===== src/rtl/qdrii_reset_sequencer.sv =====
// Reset sequencer for the QDRII memory subsystem: reset hold, lock/ready/calibration wait, loss recovery.
// Define QDRII_RST_SEQ_TIMEOUT_EN to enforce lock/cal timeouts with bounded retries and a FAIL state.
module qdrii_reset_sequencer #(
    parameter int unsigned RST_HOLD_CYCLES = 25,
    parameter int unsigned LOCK_TIMEOUT    = 65535,
    parameter int unsigned CAL_TIMEOUT     = 1048575,
    parameter int unsigned MAX_RETRIES     = 3,
    parameter int unsigned CNT_W           = 20
) (
    input  logic       clk,
    input  logic       reset,
    input  logic       soft_rst_req,
    input  logic       locked,
    input  logic       idelay_ctrl_rdy,
    input  logic       cal_done,
    output logic       sys_rst_n,
    output logic       ready,
    output logic       fail,
    output logic [2:0] state,
    output logic [7:0] loss_count
);

    typedef enum logic [2:0] {
        ST_RST_HOLD  = 3'd0,
        ST_WAIT_LOCK = 3'd1,
        ST_WAIT_CAL  = 3'd2,
        ST_RUN       = 3'd3,
        ST_FAIL      = 3'd4
    } state_t;

    localparam logic [CNT_W-1:0] HOLD_LAST = CNT_W'(RST_HOLD_CYCLES - 1);
`ifdef QDRII_RST_SEQ_TIMEOUT_EN
    localparam logic [CNT_W-1:0] LOCK_LAST  = CNT_W'(LOCK_TIMEOUT - 1);
    localparam logic [CNT_W-1:0] CAL_LAST   = CNT_W'(CAL_TIMEOUT - 1);
    localparam logic [7:0]       RETRY_LAST = 8'(MAX_RETRIES - 1);
`endif

    // Reject parameter sets the timer or retry counter cannot represent
    if (RST_HOLD_CYCLES < 1 || LOCK_TIMEOUT < 2 || CAL_TIMEOUT < 2 ||
        MAX_RETRIES < 1 || MAX_RETRIES > 255 ||
        (64'(RST_HOLD_CYCLES) >> CNT_W) != 64'd0 ||
        (64'(LOCK_TIMEOUT) >> CNT_W) != 64'd0 ||
        (64'(CAL_TIMEOUT) >> CNT_W) != 64'd0) begin : g_cfg_err
        $error("qdrii_reset_sequencer: invalid parameter set");
    end

    state_t           r_state;
    state_t           w_next;
    logic [CNT_W-1:0] r_timer;
    logic [1:0]       r_lock_sync;
    logic [1:0]       r_rdy_sync;
    logic [1:0]       r_cal_sync;
    logic             r_sys_rst_n;
    logic             r_ready;
    logic [7:0]       r_loss_count;
    logic             w_up_s;
    logic             w_cal_s;
    logic             w_count;
    logic             w_retry;
    logic             w_loss;

    assign w_up_s  = r_lock_sync[1] & r_rdy_sync[1];
    assign w_cal_s = r_cal_sync[1];

    // Two-flop synchronizers for the asynchronous status inputs
    always_ff @(posedge clk) begin
        if (reset) begin
            r_lock_sync <= 2'b00;
            r_rdy_sync  <= 2'b00;
            r_cal_sync  <= 2'b00;
        end else begin
            r_lock_sync <= {r_lock_sync[0], locked};
            r_rdy_sync  <= {r_rdy_sync[0], idelay_ctrl_rdy};
            r_cal_sync  <= {r_cal_sync[0], cal_done};
        end
    end

`ifdef QDRII_RST_SEQ_TIMEOUT_EN
    logic [7:0] r_retry_cnt;

    assign w_count = (r_state == ST_RST_HOLD) || (r_state == ST_WAIT_LOCK) ||
                     (r_state == ST_WAIT_CAL);

    always_ff @(posedge clk) begin
        if (reset) begin
            r_retry_cnt <= 8'd0;
        end else if (soft_rst_req || (w_next == ST_RUN && r_state != ST_RUN)) begin
            r_retry_cnt <= 8'd0;
        end else if (w_retry) begin
            r_retry_cnt <= r_retry_cnt + 8'd1;
        end
    end
`else
    assign w_count = (r_state == ST_RST_HOLD);
`endif

    // Next-state logic; soft restart outranks success, success outranks timeout/loss
    always_comb begin
        w_next  = r_state;
        w_retry = 1'b0;
        w_loss  = 1'b0;
        if (soft_rst_req) begin
            w_next = ST_RST_HOLD;
        end else begin
            case (r_state)
                ST_RST_HOLD: begin
                    if (r_timer == HOLD_LAST) w_next = ST_WAIT_LOCK;
                end
                ST_WAIT_LOCK: begin
                    if (w_up_s) w_next = ST_WAIT_CAL;
`ifdef QDRII_RST_SEQ_TIMEOUT_EN
                    else if (r_timer == LOCK_LAST) w_retry = 1'b1;
`endif
                end
                ST_WAIT_CAL: begin
                    if (!w_up_s) w_retry = 1'b1;
                    else if (w_cal_s) w_next = ST_RUN;
`ifdef QDRII_RST_SEQ_TIMEOUT_EN
                    else if (r_timer == CAL_LAST) w_retry = 1'b1;
`endif
                end
                ST_RUN: begin
                    if (!w_up_s) begin
                        w_next = ST_RST_HOLD;
                        w_loss = 1'b1;
                    end
                end
                ST_FAIL: begin
                    w_next = ST_FAIL;
                end
                default: w_next = ST_RST_HOLD;
            endcase
            if (w_retry) begin
`ifdef QDRII_RST_SEQ_TIMEOUT_EN
                w_next = (r_retry_cnt == RETRY_LAST) ? ST_FAIL : ST_RST_HOLD;
`else
                w_next = ST_RST_HOLD;
`endif
            end
        end
    end

    always_ff @(posedge clk) begin
        if (reset) begin
            r_state <= ST_RST_HOLD;
        end else begin
            r_state <= w_next;
        end
    end

    // Timer restarts on every state entry, including a soft restart within RST_HOLD
    always_ff @(posedge clk) begin
        if (reset) begin
            r_timer <= '0;
        end else if (soft_rst_req || w_next != r_state) begin
            r_timer <= '0;
        end else if (w_count) begin
            r_timer <= r_timer + CNT_W'(1);
        end
    end

    // Outputs decoded from the next state so they switch on the same edge as state
    always_ff @(posedge clk) begin
        if (reset) begin
            r_sys_rst_n  <= 1'b0;
            r_ready      <= 1'b0;
            r_loss_count <= 8'd0;
        end else begin
            r_sys_rst_n <= (w_next == ST_WAIT_LOCK) || (w_next == ST_WAIT_CAL) ||
                           (w_next == ST_RUN);
            r_ready     <= (w_next == ST_RUN);
            if (w_loss && r_loss_count != 8'hFF) begin
                r_loss_count <= r_loss_count + 8'd1;
            end
        end
    end

`ifdef QDRII_RST_SEQ_TIMEOUT_EN
    logic r_fail;

    always_ff @(posedge clk) begin
        if (reset) begin
            r_fail <= 1'b0;
        end else begin
            r_fail <= (w_next == ST_FAIL);
        end
    end

    assign fail = r_fail;
`else
    assign fail = 1'b0;
`endif

    assign sys_rst_n  = r_sys_rst_n;
    assign ready      = r_ready;
    assign state      = r_state;
    assign loss_count = r_loss_count;

endmodule


===== config.mk =====
export PLATFORM = sky130hd
export DESIGN_NAME = qdrii_reset_sequencer
export DESIGN_NICKNAME = d
export VERILOG_FILES = /design/src/rtl/qdrii_reset_sequencer.sv
export SDC_FILE = /design/constraint.sdc
export NUM_CORES = 1
export LEC_CHECK = 0
export ABC_CLOCK_PERIOD_IN_PS = 2060
export CORE_MARGIN = 2
export CORE_UTILIZATION = 55
export DETAILED_ROUTE_END_ITERATION = 12
export GPL_ROUTABILITY_DRIVEN = 0
export PLACE_DENSITY = 0.78
export SLEW_MARGIN = 20
export SYNTH_ARGS = -nofsm -noshare
export SYNTH_HDL_FRONTEND = slang
export SYNTH_SLANG_ARGS = --single-unit
export TNS_END_PERCENT = 1

===== constraint.sdc =====
create_clock -name clk -period 2.06 [get_ports clk]
set_clock_uncertainty 0.2 [all_clocks]
set_input_delay 0.412 -clock clk [delete_from_list [all_inputs] [get_ports clk]]
set_output_delay 0.412 -clock clk [all_outputs]
set_load 0.1 [all_outputs]

# Word-level counts from Yosys, hierarchy flattened
# Index checks and enable logic that the tools add are counted.
# Widths: inputs -> output; s select.
[totals] word_cells=40 in_bits=6 register_bits=39 out_inout_bits=14
[op_classes] n_bitwise=1 eq_ne=10 reduce_logical=6 muxes=13 addsub=2
[op_table] op="$mux 3" n=7
[op_table] op="$add 20x1->20 const B" n=1
[op_table] op="$eq 20x5->1 const B" n=1
[op_table] op="$pmux 3 s5" n=1
[op_table] op="$eq 3x2->1 const B" n=4
[op_table] op="$add 8x1->8 const B" n=1
[op_table] op="$ne 8x8->1 const B" n=1
[op_table] op="$eq 3x1->1 const B" n=2
[op_table] op="$mux 1" n=5
[op_table] op="$eq 3x3->1 const B" n=1
[op_table] op="$logic_not 3->1" n=1
[op_table] op="$logic_or 1x1->1" n=3
[op_table] op="$ne 3x3->1" n=1
[op_table] op="$reduce_or 2->1" n=1
[op_table] op="$and 1x1->1" n=1
[op_table] op="$logic_and 1x1->1" n=1

# Logic depth before layout (Yosys ltp)
[depth] word_depth=9 depth_mapped=7 mapped_depth_nobuf=6

# Worst setup path before layout
# Ideal clock, no wire load.
[synth_path] path_kind="reg-to-reg" startpoint="register r_state[1] (netlist: state[1])" endpoint="register r_loss_count[6] (netlist: loss_count[6])" arrival_time_ns=2.283 n_path_buf=1 synth_period_minus_slack_ns=2.554 path_stages_with_launch=6 setup_slack_ns=-0.494 t_required_ns=1.789 cell_sequence="dfxtp_1 -> buf_6 -> nor3b_1 -> nand3_2 -> or4_1 -> a21oi_1"
[synth_via] elab_chain_cells=4
[synth_lines] item="start: declaration" line="47" text="state_t r_state;"
[synth_lines] item="start signal: assignment" line="147" text="r_state <= w_next;"
[synth_lines] item="$eq 3x2->1" line="105" text="case (r_state)"
[synth_lines] item="$mux 1" line="105"
[synth_lines] item="$mux 1" line="102" text="if (soft_rst_req) begin"
[synth_lines] item="$logic_and 1x1->1" line="172" text="if (w_loss && r_loss_count != 8'hFF) begin"
[synth_lines] item="end signal: assignment" line="173" text="r_loss_count <= r_loss_count + 8'd1;"
[synth_lines] item="end: declaration" line="55" text="logic [7:0] r_loss_count;"
# Every way passes these cells.
# A chain may end at the register's enable or synchronous reset.

# Worst setup path after layout
[layout_path] startpoint="input port soft_rst_req" endpoint="register r_loss_count[2] (netlist: loss_count[2])"
[layout_via] elab_chain_cells=2
[layout_lines] item="start: declaration" line="12" text="input logic soft_rst_req,"
[layout_lines] item="$mux 1" line="102"
[layout_lines] item="$logic_and 1x1->1" line="172"
# Every way passes these cells.

==> impl_metrics.ini <==
[placed_design]
placed_cell_area_sq_um = 2330
portBuffers = 18
hpwlAfterDp_mm = 3.11
dp_slack_ns = -0.229
dp_cells = 274

[final_layout]
stdcell_count = 281
fill_cells = 256
antenna_cells = 0
final_common_cell = dfxtp_1
final_cell_mix = dfxtp_1, nor3_1, buf_12, buf_4, o21ai_0
num-nets-final = 244
syn_to_final_growth_pct = 26.8
drive_above_1_share_pct = 23.8
final_cell_area_sq_um = 2390

[worst_setup_path]
r2r_slack_ns = 0.11
reg2reg_depth = 4
cp_cell_sequence = clkdlybuf4s50_1, nor3b_1, nand3_2, buf_4, or3_1, a21oi_1
setup.worst_path.end_class = register
critPathCapture = loss_count[2]
rr_endpoint = r_timer[19]
critPathTopFamily = simple AND/OR/NAND/NOR gates
crit_required_ns = 2.12
critPathBufInv = 2
critical_path_class = in2reg
startpoint_type = primary input
cp_slowest_cell = clkdlybuf4s50_1
slowest_delay_ns = 0.44
reg2reg_from = r_timer[7]
cp.arrival_ns = 2.02
critical_path_depth = 6
crit_start = soft_rst_req
crit_path_max_fanout = 6

[synthesis]
synth_compound_gate_area_share_pct = 13.9
synth_xor_area_share_pct = 5.11
synth.area.mux_share_pct = 1.13
synth_edf_count = 0
ys_seq_elements = 39
syn_area_sq_um = 1880
ys_types = 45
synth_simple_gate_area_share_pct = 31.8
synthAdderAreaFrac_pct = 1.99
synthArstFlopShare_pct = 0
synth_nets = 215
syn_inst = 206
seq_area_frac_synth_pct = 41.4
synth_top_family_by_area = simple AND/OR/NAND/NOR gates
ys_warn_count = 0
synth-main-ff-cell = dfxtp_1
synth_area_per_cell_sq_um = 9.15

[timing]
hold_violations = 0
fmax_mhz = 512
min_period_ns = 1.95
tightest_slew_ns = 0.601
worst_slack_ns = 0.107
slew_viol_final = 0
fin_crit_sh_pct = 94.8
whs_ns = 0.247
slew_headroom_pct = 59.6
rsz0062_at_grt = no
setup_violations = 0

[clock_network]
htreeDepth = 2
cts_sinks = 39
numCtsBuffers = 5
cts_tree = built
clock_path_buffers = 2
post_cts_buffers = 0
cts_root_buf = clkbuf_4
worstSkewPairLatency_ns = 0.34
cts.clk_slew.worst_paths_ns = 0.10

[floorplanning]
coreArea_sq_um = 3310
rows = 21
die-area_sq_um = 3910
dieWidth_microns = 62.5
initial_core_util_pct = 56.9
die_y_microns = 62.5
ios = 20

[detailed_routing]
drtIter0Drc = 140
routed_wl_mm = 4.29
vias = 1670
dr.max_layer_used = met4
drt_first_pass_iters = 4
ant_nets = 0
wl_met2_mm = 2.17
wl_per_cell_microns = 15.3
wl_met3_microns = 138
routed_via_density = 5.94
drt-met1-wl_mm = 1.88
remaining_drc_errors = 0

[power_and_ir_drop]
powerDensity_nw_per_um2 = 492
clockPowerShare_pct = 30.2
combPwrFrac_pct = 5.0
p_leak_nw = 0.809
p_sw_share_pct = 22.3
p_total_mw = 1.18
power_switching_mw = 0.262
power.internal_mw = 0.913
ir_worst_vdd_v = 0.000367
p_seq_share_pct = 64.8

[job]
drv_cap = 0

[global_routing]
grt_pass1_wl_mm = 7.51
antenna_found_initial = 0
grt_usage_pct = 23.8
grt_pass1_vias = 1709
overflow = 0
grt_start_max_net_pins = 21

[worst_hold_path]
min_from = r_rdy_sync[0]
hold_class = reg2reg

[outcome]
outcome = complete, no violations
==> cell usage after synthesis, types with 2 or more instances <==
master / number / area (sq um)
a211oi_1: 7 / 52.6
a21oi_1: 9 / 45.0
and2_1: 2 / 12.5
and3_1: 4 / 25.0
and4_1: 3 / 26.3
buf_2: 4 / 20.0
buf_6: 2 / 22.5
clkbuf_1: 3 / 11.3
dfxtp_1: 39 / 781
ha_1: 3 / 37.5
inv_1: 6 / 22.5
nand2_1: 7 / 26.3
nand3_1: 6 / 30.0
nand3b_1: 2 / 15.0
nand4_1: 10 / 62.6
nor2_1: 7 / 26.3
nor2b_1: 7 / 43.8
nor3_1: 18 / 90.1
nor3b_1: 3 / 22.5
nor4_1: 4 / 25.0
o211ai_1: 2 / 15.0
o21a_1: 2 / 15.0
o21ai_0: 12 / 60.1
o31ai_1: 3 / 22.5
or3_1: 10 / 62.6
or4_1: 3 / 22.5
xnor2_1: 3 / 26.3
xor2_1: 8 / 70.1
==> worst min-delay path by stage <==
stage,slack [ns],to,cells past startpoint
floorplan,0.21,r_cal_sync[1],1
global placement,0.22,r_lock_sync[1],1
detailed placement,0.22,r_lock_sync[1],1
CTS,0.25,r_lock_sync[1],1
global route,0.27,r_lock_sync[1],1
finish,0.25,r_rdy_sync[1],1
==> layer usage <==
metal | global-route usage [%] | vias to the layer above
met5 | 0 | -
met4 | 10.6 | 0
met3 | 6.31 | 12
met2 | 40.5 | 35
met1 | 28.0 | 801
li1 | - | 822
==> kinds of logic after synthesis <==
kind of cell             Yosys count
multiplexers                       2
AO/OA/AOI/OAI                     40
buffers and inverters             16
XOR/XNOR                          11
flip-flops                        39
other                              1
adder cells (fa/ha/maj)            3
AND/OR/NAND/NOR                   94
==> flip-flops by register name, indices dropped and copies added (netlist names) <==
signal,cells
r_timer,20
loss_count,8
state,3
r_cal_sync,2
r_lock_sync,2
r_rdy_sync,2
ready,1
sys_rst_n,1
==> layout make-up <==
class / instances / area (sq um) / area share (%)
clock buffer: 7 / 45.0 / 1.88
inverter: 6 / 22.5 / 0.942
multi-input combinational: 151 / 1040 / 43.5
sequential: 39 / 797 / 33.4
tap: 46 / 57.6 / 2.41
timing repair buffer: 32 / 428 / 17.9
==> per-stage QoR <==
stage	setup TNS (ns)	util, %
final	0	72.2
after floorplan	-0.0530	-
after global routing	0	72.2
after detailed placement	-1.71	70.4
after global placement	-1.12	70.4
after CTS	0	71.7
==> power groups by stage <==
stage	sequential, mW	combinational (mW)	clock (mW)
detailed placement	0.779	0.0585	0
global placement	0.779	0.0562	0
finish	0.762	0.0590	0.355
global route	0.763	0.0640	0.399
CTS	0.762	0.0586	0.365
floorplan	0.778	0.0326	0
==> repair_timing <==
action	in CTS	in global routing
endpoints found under the hold margin	0	0
hold buffers	0	0
resized for setup	0	3
setup endpoints to repair	0	1
(Power assumes the default switching activity.)
